File: src/rtl/cmp_stream_monitor.sv
// Registered lt/eq/gt comparator with a mode-selected result, a saturating match counter and a sticky persistence alarm.
// Latency 1 cycle; in_ready = !out_valid || out_ready (single output register, pass-through back-pressure).
module cmp_stream_monitor #(
    parameter int WIDTH   = 8,
    parameter bit SIGNED  = 1'b0,
    parameter int PERSIST = 4,
    parameter int CNT_W   = 16
) (
    input  logic             clk,
    input  logic             rst_n,
    input  logic             in_valid,
    output logic             in_ready,
    input  logic [WIDTH-1:0] a,
    input  logic [WIDTH-1:0] b,
    input  logic [2:0]       mode,
    input  logic             clear,
    output logic             out_valid,
    input  logic             out_ready,
    output logic             lt,
    output logic             eq,
    output logic             gt,
    output logic             result,
    output logic             alarm,
    output logic [CNT_W-1:0] match_count
);

    localparam int RUN_W = $clog2(PERSIST + 1);
    localparam logic [RUN_W-1:0] RUN_MAX = RUN_W'(PERSIST);
    localparam logic [RUN_W-1:0] RUN_ALM = RUN_W'(PERSIST - 1);
    localparam logic [CNT_W-1:0] CNT_MAX = '1;

    logic             accept;
    logic             lt_c, eq_c, gt_c, res_c;
    logic             out_valid_q, out_valid_d;
    logic             lt_q, lt_d, eq_q, eq_d, gt_q, gt_d, res_q, res_d;
    logic             alarm_q, alarm_d;
    logic [RUN_W-1:0] run_q, run_d;
    logic [CNT_W-1:0] cnt_q, cnt_d;

    assign in_ready = !out_valid_q || out_ready;
    assign accept   = in_valid && in_ready;

    always_comb begin
        eq_c = (a == b);
        if (SIGNED) begin
            lt_c = $signed(a) < $signed(b);
        end else begin
            lt_c = a < b;
        end
        gt_c = !lt_c && !eq_c;
        case (mode)
            3'b000:  res_c = eq_c;
            3'b001:  res_c = lt_c;
            3'b010:  res_c = gt_c;
            3'b011:  res_c = !eq_c;
            3'b100:  res_c = lt_c || eq_c;
            3'b101:  res_c = gt_c || eq_c;
            3'b110:  res_c = 1'b0;
            default: res_c = 1'b1;
        endcase
    end

    always_comb begin
        out_valid_d = out_valid_q;
        lt_d        = lt_q;
        eq_d        = eq_q;
        gt_d        = gt_q;
        res_d       = res_q;
        run_d       = run_q;
        alarm_d     = alarm_q;
        cnt_d       = cnt_q;

        if (accept) begin
            out_valid_d = 1'b1;
            lt_d        = lt_c;
            eq_d        = eq_c;
            gt_d        = gt_c;
            res_d       = res_c;
        end else if (out_ready) begin
            out_valid_d = 1'b0;
        end

        // Clear outranks a simultaneous accept: the sample updates the flags but is not counted.
        if (clear) begin
            run_d   = '0;
            alarm_d = 1'b0;
            cnt_d   = '0;
        end else if (accept) begin
            if (res_c) begin
                if (run_q != RUN_MAX) run_d = run_q + RUN_W'(1);
                if (run_q >= RUN_ALM) alarm_d = 1'b1;
                if (cnt_q != CNT_MAX) cnt_d = cnt_q + CNT_W'(1);
            end else begin
                run_d = '0;
            end
        end
    end

    always_ff @(posedge clk or negedge rst_n) begin
        if (!rst_n) begin
            out_valid_q <= 1'b0;
            lt_q        <= 1'b0;
            eq_q        <= 1'b0;
            gt_q        <= 1'b0;
            res_q       <= 1'b0;
            run_q       <= '0;
            alarm_q     <= 1'b0;
            cnt_q       <= '0;
        end else begin
            out_valid_q <= out_valid_d;
            lt_q        <= lt_d;
            eq_q        <= eq_d;
            gt_q        <= gt_d;
            res_q       <= res_d;
            run_q       <= run_d;
            alarm_q     <= alarm_d;
            cnt_q       <= cnt_d;
        end
    end

    assign out_valid   = out_valid_q;
    assign lt          = lt_q;
    assign eq          = eq_q;
    assign gt          = gt_q;
    assign result      = res_q;
    assign alarm       = alarm_q;
    assign match_count = cnt_q;

endmodule

File: config.mk
export PLATFORM = sky130hd
export DESIGN_NAME = cmp_stream_monitor
export DESIGN_NICKNAME = d
export VERILOG_FILES = /design/src/rtl/cmp_stream_monitor.sv
export SDC_FILE = /design/constraint.sdc
export NUM_CORES = 1
export LEC_CHECK = 0
export CAP_MARGIN = 20
export CORE_ASPECT_RATIO = 1.1
export CORE_MARGIN = 1.5
export CORE_UTILIZATION = 40
export CTS_BUF_LIST = sky130_fd_sc_hd__clkbuf_16
export CTS_CLUSTER_SIZE = 8
export DETAILED_ROUTE_END_ITERATION = 8
export PLACE_DENSITY = 0.68
export SLEW_MARGIN = 20
export SYNTH_ARGS = -nofsm -noshare
export SYNTH_HDL_FRONTEND = slang
export SYNTH_SLANG_ARGS = --single-unit
File: constraint.sdc
create_clock -name clk -period 2.5 [get_ports clk]
set_input_delay 0.75 -clock clk [delete_from_list [all_inputs] [get_ports clk]]
set_output_delay 0.75 -clock clk [all_outputs]
set_load 0.03 [all_outputs]
# Word-level counts from Yosys, hierarchy flattened

Index checks and enable logic that the tools add are counted.
Widths: inputs -> output; s select.

Output and inout bits: 23
Register bits: 25
Memories kept: 0
Memory bits (read-only): 0
Latch bits: 0
Memory bits (writable): 0
Input port bits: 24
Word-level logic and storage cells: 54

Multipliers: 0
Equality and inequality tests: 10
Muxes and demuxes: 15
Reductions and logical operators: 17
Order comparisons: 2
Bitwise operators: 0
Shift operators: 0
Divide/modulo/power cells: 0
Add/subtract/negate cells: 2

Operators by type and width:

| cell                  | number |
|---|---|
| $mux 16               | 4 |
| $add 16x1->16 const B | 1 |
| $ne 16x16->1 const B  | 1 |
| $mux 3                | 4 |
| $reduce_bool 2->1     | 5 |
| $eq 3x3->1 const B    | 3 |
| $eq 8x8->1            | 1 |
| $lt 8x8->1            | 1 |
| $pmux 1 s7            | 1 |
| $eq 3x2->1 const B    | 2 |
| $mux 1                | 6 |
| $reduce_and 3->1      | 2 |
| $add 3x1->3 const B   | 1 |
| $eq 3x1->1 const B    | 1 |
| $ge 3x2->1 const B    | 1 |
| $logic_not 1->1       | 3 |
| $logic_not 3->1       | 1 |
| $logic_or 1x1->1      | 3 |
| $ne 3x2->1 const B    | 1 |
| $ne 3x3->1 const B    | 1 |
| $logic_and 1x1->1     | 2 |
| $reduce_and 2->1      | 1 |

# Depth between registers and ports, before layout

Depth after elaboration: 8
Mapped depth: 12

# Worst setup path before layout

OpenSTA, ideal clock, no wires.

Path kind: input port to flip-flop
Start point: input port b[7]
End point: register cnt_q[10] (netlist: match_count[10])
Stages on the path: 10
Path buffers: 1
Library setup time: 0.128 ns
Path slack: -0.456 ns
Data arrival time: 2.829 ns
Cell sequence: inv_1 > ha_1 > nand4_1 > or2_1 > buf_6 > and3b_4 > a211oi_4 > nand3_4 > nor4_1 > mux2_1

Cells in the longest elaborated chain, start to end: 7
Elaborated cells on any way between the ends: 10
Classes of those cells: order compare (1); eq/ne (1); mux (1); reduce/logical (7)

Ends and longest elaborated chain:

| element                                   | line   | text |
|---|---|---|
| start, declared                           | 14     | `input logic [WIDTH-1:0] b,` |
| $lt 8x8->1 or $eq 8x8->1 (tied branches)  | 48, 44 |  |
| $logic_not 1->1, on equally long branches | 50, 55 |  |
| $logic_and 1x1->1                         | 50     | `gt_c = !lt_c && !eq_c;` |
| $logic_or 1x1->1                          | 57     | `3'b101: res_c = gt_c \|\| eq_c;` |
| $pmux 1 s7 (*)                            | 51     | `case (mode)` |
| $reduce_bool 2->1 (no line) (*)           | -      |  |
| $reduce_and 3->1 (no line) (*)            | -      |  |
| end signal, assigned                      | 117    | `cnt_q <= cnt_d;` |
| end, declared                             | 38     | `logic [CNT_W-1:0] cnt_q, cnt_d;` |

Every way passes the cells marked *; elsewhere a longest branch is shown, timed or not.
A chain may end at the register's enable or synchronous reset.

# Worst setup path after layout

Start point: input port a[6]
End point: register cnt_q[12] (netlist: match_count[12])

Cells in the longest elaborated chain, start to end: 7
Elaborated cells on any way between the ends: 10
Classes of those cells: order compare (1); eq/ne (1); mux (1); reduce/logical (7)

Ends and longest elaborated chain:

| element                                   | line   | text |
|---|---|---|
| start, declared                           | 13     | `input logic [WIDTH-1:0] a,` |
| $lt 8x8->1 or $eq 8x8->1 (tied branches)  | 48, 44 |  |
| $logic_not 1->1, on equally long branches | 50, 55 |  |
| $logic_and 1x1->1                         | 50     |  |
| $logic_or 1x1->1                          | 57     |  |
| $pmux 1 s7 (*)                            | 51     |  |
| $reduce_bool 2->1 (no line) (*)           | -      |  |
| $reduce_and 3->1 (no line) (*)            | -      |  |

Marked as above.

==> Implementation_results.wiki <==
{| class="wikitable"
! Metric !! Value
|-
| Master of the slowest instance on the critical path || sky130_fd_sc_hd__mux2_1
|-
| Violations in the final reports || negative setup slack
|-
| Synthesized Nets || 227
|-
| Root buf cell || sky130_fd_sc_hd__clkbuf_16
|-
| Cell accounting for the most synthesized area || sky130_fd_sc_hd__dfrtp_1
|-
| Type of element launching the critical path || primary input
|-
| Placed cell count || 304
|-
| Crit path required time || 2.65 ns
|-
| Global-route wire length before repair || 7280 µm
|-
| Nets@finish || 298
|-
| Summed instance area of the synthesized netlist || 0.00171 mm²
|-
| Die span in y || 71.5 µm
|-
| Kind of end point of the critical path || flop
|-
| Maximum buffer depth of the clock tree || 2
|-
| Clock buffer count from CTS || 3
|-
| Post-synthesis share of cell area spent on full adders, half adders and majority gates || 8.79%
|-
| Post-synthesis simple-gate area fraction || 28.9%
|-
| Worst hold margin || 0.490 ns
|-
| Antenna viol nets, final || 0
|-
| DP Wirelength || 2980 µm
|-
| Initial cell density of the core || 42.4%
|-
| Post-synthesis async set-or-reset flop share || 100%
|-
| #FFs+latches synth || 25
|-
| Clk_lat worst skew || 0.26 ns
|-
| DRC violations left || 0
|-
| Peak fanout along the critical path || 5
|-
| Endpoints failing setup || 18
|-
| Overall routed net length || 4190 µm
|-
| Finished layout cell area || 0.00268 mm²
|-
| Width of the die || 65.3 µm
|-
| Data arrival time at the worst-slack endpoint || 2.77 ns
|-
| Time the final worst path needs with I/O delays and setup || 2.63 ns
|-
| Proportion of power drawn by combinational gates || 26.6%
|-
| Leading cell type by number of instances after synthesis || sky130_fd_sc_hd__dfrtp_1
|-
| Area fraction in compound gates after synthesis || 14.3%
|-
| Post-synth EDFFs || 0
|-
| Number of fill cells || 360
|-
| Actual slew at the worst max-slew pin || 0.652 ns
|-
| I/O pin count || 47
|-
| Post-DP Area || 0.00248 mm²
|-
| Share of total power in sequential cells || 39.9%
|-
| Pin count of the biggest net entering global routing || 30
|-
| Status || finished with violations
|-
| Hold Crit Depth || 2
|-
| Area growth from synthesis to layout || 57.0%
|-
| Via count normalized by instance count || 5.27
|-
| Vias in the first global route || 1,604
|-
| Register-to-register setup slack || 0.06 ns
|-
| Multiplexer fraction of the synthesized cell area || 5.86%
|-
| Synth warn || 0
|-
| Internal power || 0.768 mW
|-
| Overflow left after global routing || 0
|-
| DR vias || 1,649
|-
| Count of placed standard cells in the final layout, fillers left out || 313
|-
| Worst min-delay path class || flop to flop
|-
| Share of the synthesized area in the top cell type || 36.6%
|-
| Most area-consuming cells after synthesis || sky130_fd_sc_hd__dfrtp_1 (37%), sky130_fd_sc_hd__ha_1 (8.8%), sky130_fd_sc_hd__mux2_1 (5.3%), sky130_fd_sc_hd__a21oi_1 (4.4%), sky130_fd_sc_hd__nand2_1 (4.4%)
|-
| First-pass iteration count of the detailed router || 4
|-
| Main combinational cell family by area after synthesis || simple AND/OR/NAND/NOR gates
|-
| Peak supply drop || 0.263 mV
|-
| Share of final-layout standard cells stronger than drive strength 1 || 34.1%
|-
| Largest stage delay, worst path || 0.33 ns
|-
| Number of antenna repair diodes || 0
|-
| Clock sink count || 25
|-
| Achievable Freq || 381 MHz
|-
| Total routing resource utilization after global routing || 19.5%
|-
| Pre-CTS setup slack || -0.996 ns
|-
| Core occupancy in the finished layout || 66.6%
|-
| Total core area || 0.00402 mm²
|-
| Min setup slack post-route || -0.126 ns
|-
| Clock Skews || 0.00228 ns
|-
| Detailed Route Iter0 Violations || 117
|-
| Initial antenna violation count || 0
|-
| Total Die Area || 0.00467 mm²
|-
| Worst max-slew margin expressed relative to the limit || 56.5%
|-
| Hold buffer count at cts || 0
|-
| P_sw || 0.306 mW
|-
| Unique cell type count in the Yosys netlist || 38
|-
| TritonCTS clock tree || built
|-
| Final weighted congestion in routability-driven placement || 0.802
|-
| Part of the total power dissipated in the clock network || 33.5%
|-
| Clock transition at path regs || 0.07 ns
|-
| Leading register cell type out of synthesis || sky130_fd_sc_hd__dfrtp_1
|-
| Share of the clock period used by the worst path after layout || 105%
|-
| Max-cap violations || 0
|-
| Capturing point of the worst reg2reg path || match_count[4]
|-
| Cells on worst reg2reg path || 6
|-
| Number of cell rows || 24
|-
| End of the critical path || match_count[12]
|-
| P_leak || 1.10 nW
|-
| Number of H-tree levels || 1
|-
| Power per cell area || 400 mW/mm²
|-
| Number of buffer cells added on primary ports || 46
|-
| Unrepaired setup endpoints after global routing || true
|-
| Sw Ratio || 28.5%
|-
| Routed wirelength normalized by instance count || 13.4 µm
|-
| Start point of the critical path || a[6]
|-
| Avg Inst Size Synth || 8.94 µm²
|-
| Critical path class || primary input to flop
|-
| Fin. max-slew vios || 0
|-
| Final hold viol count || 0
|-
| Ordered list of cells on the worst path || buf_2 -> ha_4 -> nand4_1 -> or2_4 -> buf_4 -> nand3_1 -> nor3_1 -> o21ai_4 -> nand3_4 -> nor3b_2 -> mux2_1
|-
| FF-to-FF Start || match_count[7]
|-
| Register area share after synthesis || 36.6%
|-
| Post-synthesis share of cell area spent on xor and xnor gates || 0%
|-
| Post-synth top cells || sky130_fd_sc_hd__dfrtp_1 (25), sky130_fd_sc_hd__nand2_1 (20), sky130_fd_sc_hd__a21oi_1 (15)
|-
| Post-synthesis cell count || 191
|}
critical path: cells and delay by family:
family | cells | cell delay [ns]
multiplexers | 1 | 0.33
AO/OA/AOI/OAI | 1 | 0.26
buffers and inverters | 2 | 0.25
adder cells (fa/ha/maj) | 1 | 0.26
AND/OR/NAND/NOR | 6 | 0.91
kinds of logic (layout without fill, tap and decap cells):
kind of cell	count (synthesis)	in the layout
AND/OR/NAND/NOR	88	90
multiplexers	9	9
buffers and inverters	21	89
AO/OA/AOI/OAI	36	36
flip-flops	25	25
adder cells (fa/ha/maj)	12	12
placed cells by master, fill, tap and decap left out, types with 5 or more instances in the layout:
cell type / count
sky130_fd_sc_hd__nand4_1: 7
sky130_fd_sc_hd__nor2b_1: 9
sky130_fd_sc_hd__buf_6: 9
sky130_fd_sc_hd__buf_2: 9
sky130_fd_sc_hd__dfrtp_1: 25
sky130_fd_sc_hd__inv_1: 8
sky130_fd_sc_hd__ha_1: 5
sky130_fd_sc_hd__nand3_1: 7
sky130_fd_sc_hd__a21oi_1: 11
sky130_fd_sc_hd__nand2_1: 19
sky130_fd_sc_hd__ha_4: 7
sky130_fd_sc_hd__buf_4: 24
sky130_fd_sc_hd__clkdlybuf4s50_1: 29
sky130_fd_sc_hd__nor2_1: 10
sky130_fd_sc_hd__o31ai_1: 5
layout make-up:
type / instances / area, µm² / share of cell area [%]
multi-input cells: 147 / 1220 / 45.5
flip-flops and latches: 25 / 626 / 23.3
repair buffers: 71 / 617 / 23.0
clock buffers: 3 / 75.1 / 2.80
inverters: 14 / 75.1 / 2.80
well taps: 52 / 65.1 / 2.43
clock inverters: 1 / 3.75 / 0.140
how the worst min path moves through the flow:
stage | from | endpoint | slack, ns
4_1_cts | gt | gt | 0.49
2_1_floorplan | rst_n | alarm | 0.45
3_5_place_dp | gt | gt | 0.47
5_1_grt | gt | gt | 0.50
3_3_place_gp | gt | gt | 0.45
6_report | gt | gt | 0.49
through the flow:
stage | total power [mW] | TNS (ns)
floorplan | 0.572 | -3.85
global placement | 0.695 | -17.85
detailed placement | 0.698 | -18.48
CTS | 1.08 | -1.70
global route | 1.13 | -3.24
finish | 1.07 | -1.37
power by group through the flow:
stage / Sequential, mW / Clock [mW] / Combinational (mW)
5_1_grt: 0.430 / 0.385 / 0.313
2_1_floorplan: 0.460 / 0 / 0.112
3_3_place_gp: 0.436 / 0 / 0.259
3_5_place_dp: 0.436 / 0 / 0.262
6_report: 0.428 / 0.360 / 0.285
4_1_cts: 0.429 / 0.368 / 0.283
layer usage:
layer	GRT usage (%)	routed length [µm]	vias up
li1	-	-	823
met1	28.0	2040	786
met2	30.7	1960	38
met3	3.30	180	2
met4	4.86	17	0
met5	0	0	-
sequential cells by signal, summed over array words and instances (netlist names):
register / cells
out_valid: 1
alarm: 1
result: 1
match_count: 16
lt: 1
gt: 1
eq: 1
run_q: 3
what timing repair did:
action                     in CTS  in global routing
setup buffers                   4                  0
setup endpoints to repair      21                 19
pin swaps                      20                  6
gates resized for setup        78                 15
gates cloned                    2                  0
Note: power is estimated with default switching activity, not from simulation.
